--- src/rtl/cart_scan_ctrl.sv ---
// Cartridge scan controller: streams ROM bytes from memory into a
// bankswitch/Superchip detector, then latches the detector verdict.
module cart_scan_ctrl #(
  parameter int SETTLE = 4
) (
  input  logic        clk,
  input  logic        reset_n,
  input  logic        start,
  input  logic        abort,
  input  logic [13:0] rom_size,
  input  logic [3:0]  user_bs,
  output logic        mem_req,
  output logic [12:0] mem_addr,
  input  logic        mem_ack,
  input  logic [7:0]  mem_data,
  output logic [12:0] det_addr,
  output logic        det_enable,
  output logic [7:0]  det_data,
  input  logic [3:0]  det_force_bs,
  input  logic        det_sc,
  output logic        busy,
  output logic        done,
  output logic [3:0]  bs_out,
  output logic        sc_out
);

  localparam int CW = (SETTLE > 1) ? $clog2(SETTLE) : 1;

  typedef enum logic [2:0] {
    ST_IDLE,
    ST_REQ,
    ST_FEED,
    ST_FLUSH,
    ST_SETTLE,
    ST_DONE
  } state_t;

  state_t        state_q, state_d;
  logic [12:0]   a_q, a_d;
  logic [13:0]   n_q, n_d;
  logic [CW-1:0] cnt_q, cnt_d;
  logic          mem_req_q, mem_req_d;
  logic [12:0]   mem_addr_q, mem_addr_d;
  logic          det_enable_q, det_enable_d;
  logic [12:0]   det_addr_q, det_addr_d;
  logic [7:0]    det_data_q, det_data_d;
  logic          busy_q, busy_d;
  logic          done_q, done_d;
  logic [3:0]    bs_q, bs_d;
  logic          sc_q, sc_d;

  logic [13:0]   n_eff;
  logic [13:0]   a_next_wide;

  // Scan length is capped at the 8 KiB detector window.
  always_comb begin
    n_eff       = (rom_size > 14'd8192) ? 14'd8192 : rom_size;
    a_next_wide = {1'b0, a_q} + 14'd1;
  end

  // Next-state and registered-output computation.
  // Outputs are computed alongside the next state so every output is a flop.
  always_comb begin
    state_d      = state_q;
    a_d          = a_q;
    n_d          = n_q;
    cnt_d        = cnt_q;
    mem_req_d    = mem_req_q;
    mem_addr_d   = mem_addr_q;
    det_enable_d = det_enable_q;
    det_addr_d   = det_addr_q;
    det_data_d   = det_data_q;
    busy_d       = busy_q;
    done_d       = 1'b0;
    bs_d         = bs_q;
    sc_d         = sc_q;

    if (state_q != ST_IDLE && abort) begin
      // Abort wins over everything, including a coincident mem_ack.
      state_d      = ST_IDLE;
      mem_req_d    = 1'b0;
      det_enable_d = 1'b0;
      busy_d       = 1'b0;
    end else begin
      unique case (state_q)
        ST_IDLE: begin
          if (start && !abort) begin
            n_d    = n_eff;
            busy_d = 1'b1;
            if (n_eff == 14'd0) begin
              state_d = ST_DONE;
              done_d  = 1'b1;
            end else begin
              state_d    = ST_REQ;
              a_d        = '0;
              mem_req_d  = 1'b1;
              mem_addr_d = '0;
            end
          end
        end
        ST_REQ: begin
          if (mem_ack) begin
            state_d      = ST_FEED;
            mem_req_d    = 1'b0;
            det_enable_d = 1'b1;
            det_addr_d   = a_q;
            det_data_d   = mem_data;
          end
        end
        ST_FEED: begin
          a_d = a_q + 13'd1;
          if (a_next_wide < n_q) begin
            state_d      = ST_REQ;
            mem_req_d    = 1'b1;
            mem_addr_d   = a_q + 13'd1;
            det_enable_d = 1'b0;
          end else begin
            state_d    = ST_FLUSH;
            det_addr_d = '1;
            det_data_d = '0;
          end
        end
        ST_FLUSH: begin
          det_enable_d = 1'b0;
          cnt_d        = '0;
          if (SETTLE == 0) begin
            state_d = ST_DONE;
            done_d  = 1'b1;
          end else begin
            state_d = ST_SETTLE;
          end
        end
        ST_SETTLE: begin
          if (cnt_q == CW'(SETTLE - 1)) begin
            state_d = ST_DONE;
            done_d  = 1'b1;
          end else begin
            cnt_d = cnt_q + CW'(1);
          end
        end
        ST_DONE: begin
          state_d = ST_IDLE;
          busy_d  = 1'b0;
          bs_d    = (user_bs != 4'd0) ? user_bs : det_force_bs;
          sc_d    = (n_q != 14'd0) && det_sc;
        end
        default: begin
          state_d = ST_IDLE;
        end
      endcase
    end
  end

  // State and output registers.
  always_ff @(posedge clk or negedge reset_n) begin
    if (!reset_n) begin
      state_q      <= ST_IDLE;
      a_q          <= '0;
      n_q          <= '0;
      cnt_q        <= '0;
      mem_req_q    <= 1'b0;
      mem_addr_q   <= '0;
      det_enable_q <= 1'b0;
      det_addr_q   <= '0;
      det_data_q   <= '0;
      busy_q       <= 1'b0;
      done_q       <= 1'b0;
      bs_q         <= '0;
      sc_q         <= 1'b0;
    end else begin
      state_q      <= state_d;
      a_q          <= a_d;
      n_q          <= n_d;
      cnt_q        <= cnt_d;
      mem_req_q    <= mem_req_d;
      mem_addr_q   <= mem_addr_d;
      det_enable_q <= det_enable_d;
      det_addr_q   <= det_addr_d;
      det_data_q   <= det_data_d;
      busy_q       <= busy_d;
      done_q       <= done_d;
      bs_q         <= bs_d;
      sc_q         <= sc_d;
    end
  end

  assign mem_req    = mem_req_q;
  assign mem_addr   = mem_addr_q;
  assign det_enable = det_enable_q;
  assign det_addr   = det_addr_q;
  assign det_data   = det_data_q;
  assign busy       = busy_q;
  assign done       = done_q;
  assign bs_out     = bs_q;
  assign sc_out     = sc_q;

endmodule

--- config.mk ---
export PLATFORM = sky130hd
export DESIGN_NAME = cart_scan_ctrl
export DESIGN_NICKNAME = d
export VERILOG_FILES = /design/src/rtl/cart_scan_ctrl.sv
export SDC_FILE = /design/constraint.sdc
export NUM_CORES = 1
export LEC_CHECK = 0
export CAP_MARGIN = 20
export CELL_PAD_IN_SITES_DETAIL_PLACEMENT = 2
export CELL_PAD_IN_SITES_GLOBAL_PLACEMENT = 2
export CORE_UTILIZATION = 32
export CTS_CLUSTER_DIAMETER = 100
export CTS_CLUSTER_SIZE = 14
export DETAILED_ROUTE_END_ITERATION = 7
export PLACE_DENSITY_LB_ADDON = 0.1
export SYNTH_ARGS = -nofsm -noshare
export SYNTH_HDL_FRONTEND = slang
export SYNTH_SLANG_ARGS = --single-unit
--- constraint.sdc ---
create_clock -name clk -period 3.6 [get_ports clk]
set_clock_uncertainty 0.15 [all_clocks]
set_input_delay 0.36 -clock clk [delete_from_list [all_inputs] [get_ports clk]]
set_output_delay 0.36 -clock clk [all_outputs]
set_load 0.005 [all_outputs]
---- Word-level counts from Yosys, hierarchy flattened ----
Cells that the tools add are included.
operators by class
  $add $sub $neg .......................... 3
  reductions and logical operators ........ 25
  multiplexer cells ....................... 40
  equality and inequality tests ........... 17
  bitwise logic cells ..................... 1
  $lt $le $gt $ge ......................... 2
operators by type and width
  operator                                                         number
  13-bit case mux with 2 select lines                              3
  13-bit 2-to-1 mux                                                5
  8-bit 2-to-1 mux                                                 2
  8-bit case mux with 2 select lines                               1
  3-bit 2-to-1 mux                                                 5
  3-bit != test, second input constant                             5
  3-bit case mux with 5 select lines                               1
  13-bit by 1-bit adder with 14-bit output, second input constant  1
  14-bit greater-than comparator, second input constant            1
  14-bit zero test                                                 1
  14-bit < comparator                                              1
  1-bit 2-to-1 mux                                                 14
  14-bit 2-to-1 mux                                                1
  14-bit nonzero test                                              1
  13-bit by 1-bit adder with 13-bit output, second input constant  1
  2-bit != test, second input constant                             6
  3-bit AND reduction                                              4
  4-bit nonzero test                                               3
  5-bit AND reduction                                              2
  4-bit AND reduction                                              2
  3-bit by 2-bit == test with 1-bit output, second input constant  2
  3-bit == test, second input constant                             2
  1-bit case mux with 3 select lines                               2
  2-bit nonzero test                                               3
  other kinds (13)                                                 19
word-level totals
  logic and storage cells ................. 101
  output and inout port bits .............. 43
  bits of input ports ..................... 36
  flip-flop bits (word level) ............. 75

---- Depth between registers and ports, before layout ----
  word-level depth ........................ 7
  gate-level depth with buffers ........... 15
  mapped depth without buffers ............ 13

---- Least setup slack after synthesis ----
Ideal clock, no wire load.
  path kind ............................... reg-to-reg
  start point ............................. register a_q[2]
  end point ............................... register det_addr_q[10] (netlist: det_addr[10])
  path buffers ............................ 2
  cell stages (with the launch flop) ...... 16
  arrival ................................. 2969 ps
  required time ........................... 3329 ps
  library setup time ...................... 121 ps
  period minus slack after synthesis ...... 3240 ps
  slack ................................... 360 ps
  cell sequence ........................... dfrtp_1 buf_2 and4_1 and4_1 and2b_1 and3_1 xor2_1 ha_1 a21oi_1 o221ai_1 a21oi_1 nand2_2 a21oi_4 inv_2 buf_2 o22a_1
on the way
  longest elaborated chain between the ends .. 4
ends and longest elaborated chain
  what                                      RTL line  source
  start: declaration                        39        logic [12:0] a_q, a_d;
  start signal: assignment                  158       a_q <= '0;
  start signal: assignment                  172       a_q <= a_d;
  13-bit by 1-bit adder with 14-bit output  58        a_next_wide = {1'b0, a_q} + 14'd1;
  14-bit < comparator                       112       if (a_next_wide < n_q) begin
  2-bit != test (no line)                   n/a
  4-bit AND reduction (no line)             n/a
  end signal: assignment                    178       det_addr_q <= det_addr_d;
  end: declaration                          45        logic [12:0] det_addr_q, det_addr_d;
Every way passes these cells.
A chain may end at the register's enable or synchronous reset.

---- Worst setup path after layout ----
  start point ............................. register a_q[2]
  end point ............................... register mem_addr_q[4] (netlist: mem_addr[4])
on the way
  longest elaborated chain between the ends .. 4
  elaborated cells between the ends (all ways) .. 7
  classes of those cells .................. 2 x add/sub; 1 x order compare; 1 x eq/ne; 2 x mux; 1 x reduce/logical
ends and longest elaborated chain
  what                                      RTL line  source
  13-bit by 1-bit adder with 14-bit output  58
  14-bit < comparator                       112
  2-bit != test (no line)                   n/a
  5-bit AND reduction (no line)             n/a
  end signal: assignment                    176       mem_addr_q <= mem_addr_d;
  end: declaration                          43        logic [12:0] mem_addr_q, mem_addr_d;
Parallel ways exist; a longest one is shown, timed or not. The select of a mux whose other input is x is not followed.

==> results.cfg <==
[worst_setup_path]
reg2reg_depth = 12
cp-end-kind = register
timing.rr.end = mem_addr[4]
crit_top_cell = and4_1
slowest_stage = dfrtp_2
worstPathMaxFanout = 14
slowest_delay_ps = 460
r2r_start = a_q[2]
worstPathArrival_ps = 3500
path_cells = and4_1, and4_1, and2b_2, and3_1, xor2_1, ha_1, nand4_1, nor2_1, o2111ai_1, nand2_2, a2bb2oi_4, o2bb2ai_1
ff2ff_setup_slack_ps = 220
startpoint_type = register
required_ps = 3710
crit_type = register to register

[run_status]
status = complete, but fails checks
violations = negative hold slack

[drt]
drtIter0Drc = 106
viasPerCell = 5.33
routed_wl_mm = 11.1
postRouteAntennaNets = 0
top_layer_used = met4
wl_per_cell_um = 18.9
vias = 3142
first_pass_iters = 4
wl_met2_mm = 5.71
drt-met1-wl_mm = 4.85
drc_errors = 0
wl_met3_um = 421

[synthesis]
syn-num-nets = 415
synth.distinct_cells = 51
syn-instance-count = 363
synth_edf_count = 0
synth.cell_area_um2 = 3730
synthArstFlopShare_pct = 100
yosysWarnings = 0
ys.flop_type = dfrtp_1
ys_seq_elements = 75
synth.avg_cell_area_um2 = 10.3
synth_seq_area_share_pct = 50.3

[cells_and_area]
nFillCells = 1214
antenna_cells = 0
ff_latch_area_um2 = 1880
drive_above_1_share_pct = 8.74
final_nets = 493
syn_to_final_growth_pct = 33.4
multiInputGateArea_um2 = 1680

[placed_design]
hpwlAfterDp_mm = 7.92
io_buffers = 78
gp_congestion = 0.766

[cts]
h-tree-depth = 3
cts_hold_buf = 0
cts_resized = 0
clkSlewWorstSetupHoldPaths_ps = 60
cts_tree = done
clockBufferDepth = 2
insertion_delay_ps = 350
cts.root.buffer_cell = clkbuf_16
post_cts_buffers = 0
cts_buffers = 9
cts_sinks = 75

[global_routing]
grt_max_degree = 76
grt_pass1_wl_mm = 18.1
gr-total-overflow = 0
first_global_vias = 3467
grt_usage_pct = 20.4
antenna_found_initial = 0

[timing]
rsz0062_at_grt = no
fin_crit_sh_pct = 93.9
slew_headroom_pct = 33.1
final_max_slew_viol_count = 0
tns_ps = 0
hold_viol_final = 6
fin_crit_ps = 3380
max_freq_mhz = 296
tightest_slew_ps = 1000
hold_slack_ps = -12.1
finalSetupViolCount = 0

[power_and_ir_drop]
ir_drop_mv = 0.282
power.total_mw = 2.73
powerDensity_nw_per_um2 = 550
p_leak_nw = 2.22

[min_path]
hold_path_class = input port to async pin

[floorplan]
fp.dieArea_um2 = 12100
initial_utilization_pct = 32.8
io-pin-count = 79
die_y_um = 110
die_x_um = 110
rows = 39
core_um2 = 11400

[flow_run]
cap_viol_max_count = 0
[metal layers]
layer	GRT usage (%)	vias up
met2	34.9	62
li1	-	1463
met1	24.9	1606
met4	6.29	0
met5	0	-
met3	5.51	11
[sequential cells by signal (all words and copies together), names as in the netlist]
signal and cells:
n_q 14, a_q 13, det_addr 13, mem_addr 13, det_data 8, bs_out 4
state_q 3, cnt_q 2, busy 1, det_enable 1, done 1, mem_req 1
sc_out 1
[kinds of logic (layout without fill, tap and decap cells)]
group	Yosys count	in the layout	synth area share, %
muxes	3	3	0.872
DFF	75	75	50.3
buffers and inverters	43	126	4.80
adders and majority gates	16	16	5.37
and+or+nand+nor	107	107	14.6
xor gates and xnor gates	11	11	2.58
AOI/OAI and AO/OA	108	108	21.4
[through the flow]
step / area (um^2) / std cells / util (%) / hold slack, ps / setup slack (ps)
2_1_floorplan: 3730 / 363 / - / -85.6 / 360
3_3_place_gp: 4660 / 573 / 41.0 / 326 / 322
3_5_place_dp: 4660 / 573 / 41.0 / 330 / 142
4_1_cts: 4970 / 589 / 43.7 / 71.5 / 95.5
5_1_grt: 4970 / 589 / 43.8 / 99.6 / 5.11
6_report: 4970 / 589 / 43.8 / -12.1 / 218
[where the power goes]
group	internal, mW	leakage [nW]	switching (mW)
clock network	0.595	0.150	0.352
registers	1.01	0.974	0.123
logic	0.400	1.10	0.260
total	2.00	2.22	0.735
[synthesized netlist by cell type (9+ instances only)]
library cell | instances | area [um^2]
nor2_1 | 15 | 56.3
clkbuf_1 | 10 | 37.5
a22o_1 | 16 | 140
dfrtp_1 | 75 | 1880
o22a_1 | 13 | 114
o21ai_0 | 20 | 100
ha_1 | 16 | 200
inv_1 | 23 | 86.3
a21oi_1 | 24 | 120
nand2_1 | 36 | 135
nand3_1 | 11 | 55.1
xor2_1 | 9 | 78.8
[cell usage in the layout (no fill, tap or decap), types with 2 or more instances in the layout]
| master | instances |
|---|---|
| a31oi_1 | 2 |
| o22a_1 | 13 |
| nor2_1 | 15 |
| o2bb2ai_1 | 8 |
| nand4_1 | 2 |
| xnor2_1 | 2 |
| ha_1 | 16 |
| o22ai_1 | 2 |
| a21o_1 | 3 |
| clkbuf_1 | 3 |
| and3_1 | 6 |
| dfrtp_2 | 2 |
| buf_4 | 9 |
| nand2_1 | 36 |
| inv_1 | 23 |
| nor4_1 | 6 |
| o31ai_1 | 4 |
| mux2_2 | 2 |
| a22o_1 | 16 |
| a21oi_1 | 23 |
| and4_1 | 3 |
| or2_2 | 2 |
| clkdlybuf4s50_1 | 77 |
| a32o_1 | 5 |
| nand3_1 | 11 |
| nand2b_1 | 8 |
| a21oi_2 | 2 |
| o21ai_0 | 20 |
| dfrtp_1 | 73 |
| nor2b_1 | 3 |
| clkbuf_8 | 3 |
| and2_1 | 3 |
| clkbuf_16 | 9 |
| nor3_1 | 6 |
| xor2_1 | 9 |
[critical path: cells and delay by family, from the launching register on]
kind	cells	cell delay (ps)
adder cells (fa/ha/maj)	1	310
XOR/XNOR	1	160
flip-flops	1	460
AND/OR/NAND/NOR	7	1460
AO/OA/AOI/OAI	3	730
[cell type report]
class                   count  area share, %
well taps                 143           3.60
clock buffers              15           5.58
multi-input cells         245           33.8
inverters                  24           1.81
flip-flops and latches     75           37.8
clock inverters             1          0.604
repair buffers             86           16.9
[worst max-delay path by stage]
stage          startpoint      endpoint  slack, ps  cells past startpoint
2_1_floorplan      a_q[2]  det_addr[10]        360                     15
4_1_cts            a_q[2]  det_addr[11]        100                     13
3_5_place_dp       a_q[2]   det_addr[3]        140                     13
3_3_place_gp       a_q[2]   det_addr[3]        320                     13
6_report           a_q[2]   mem_addr[4]        220                     12
5_1_grt            a_q[4]  det_addr[11]          5                     13
Power figures use the tool's default switching activity.
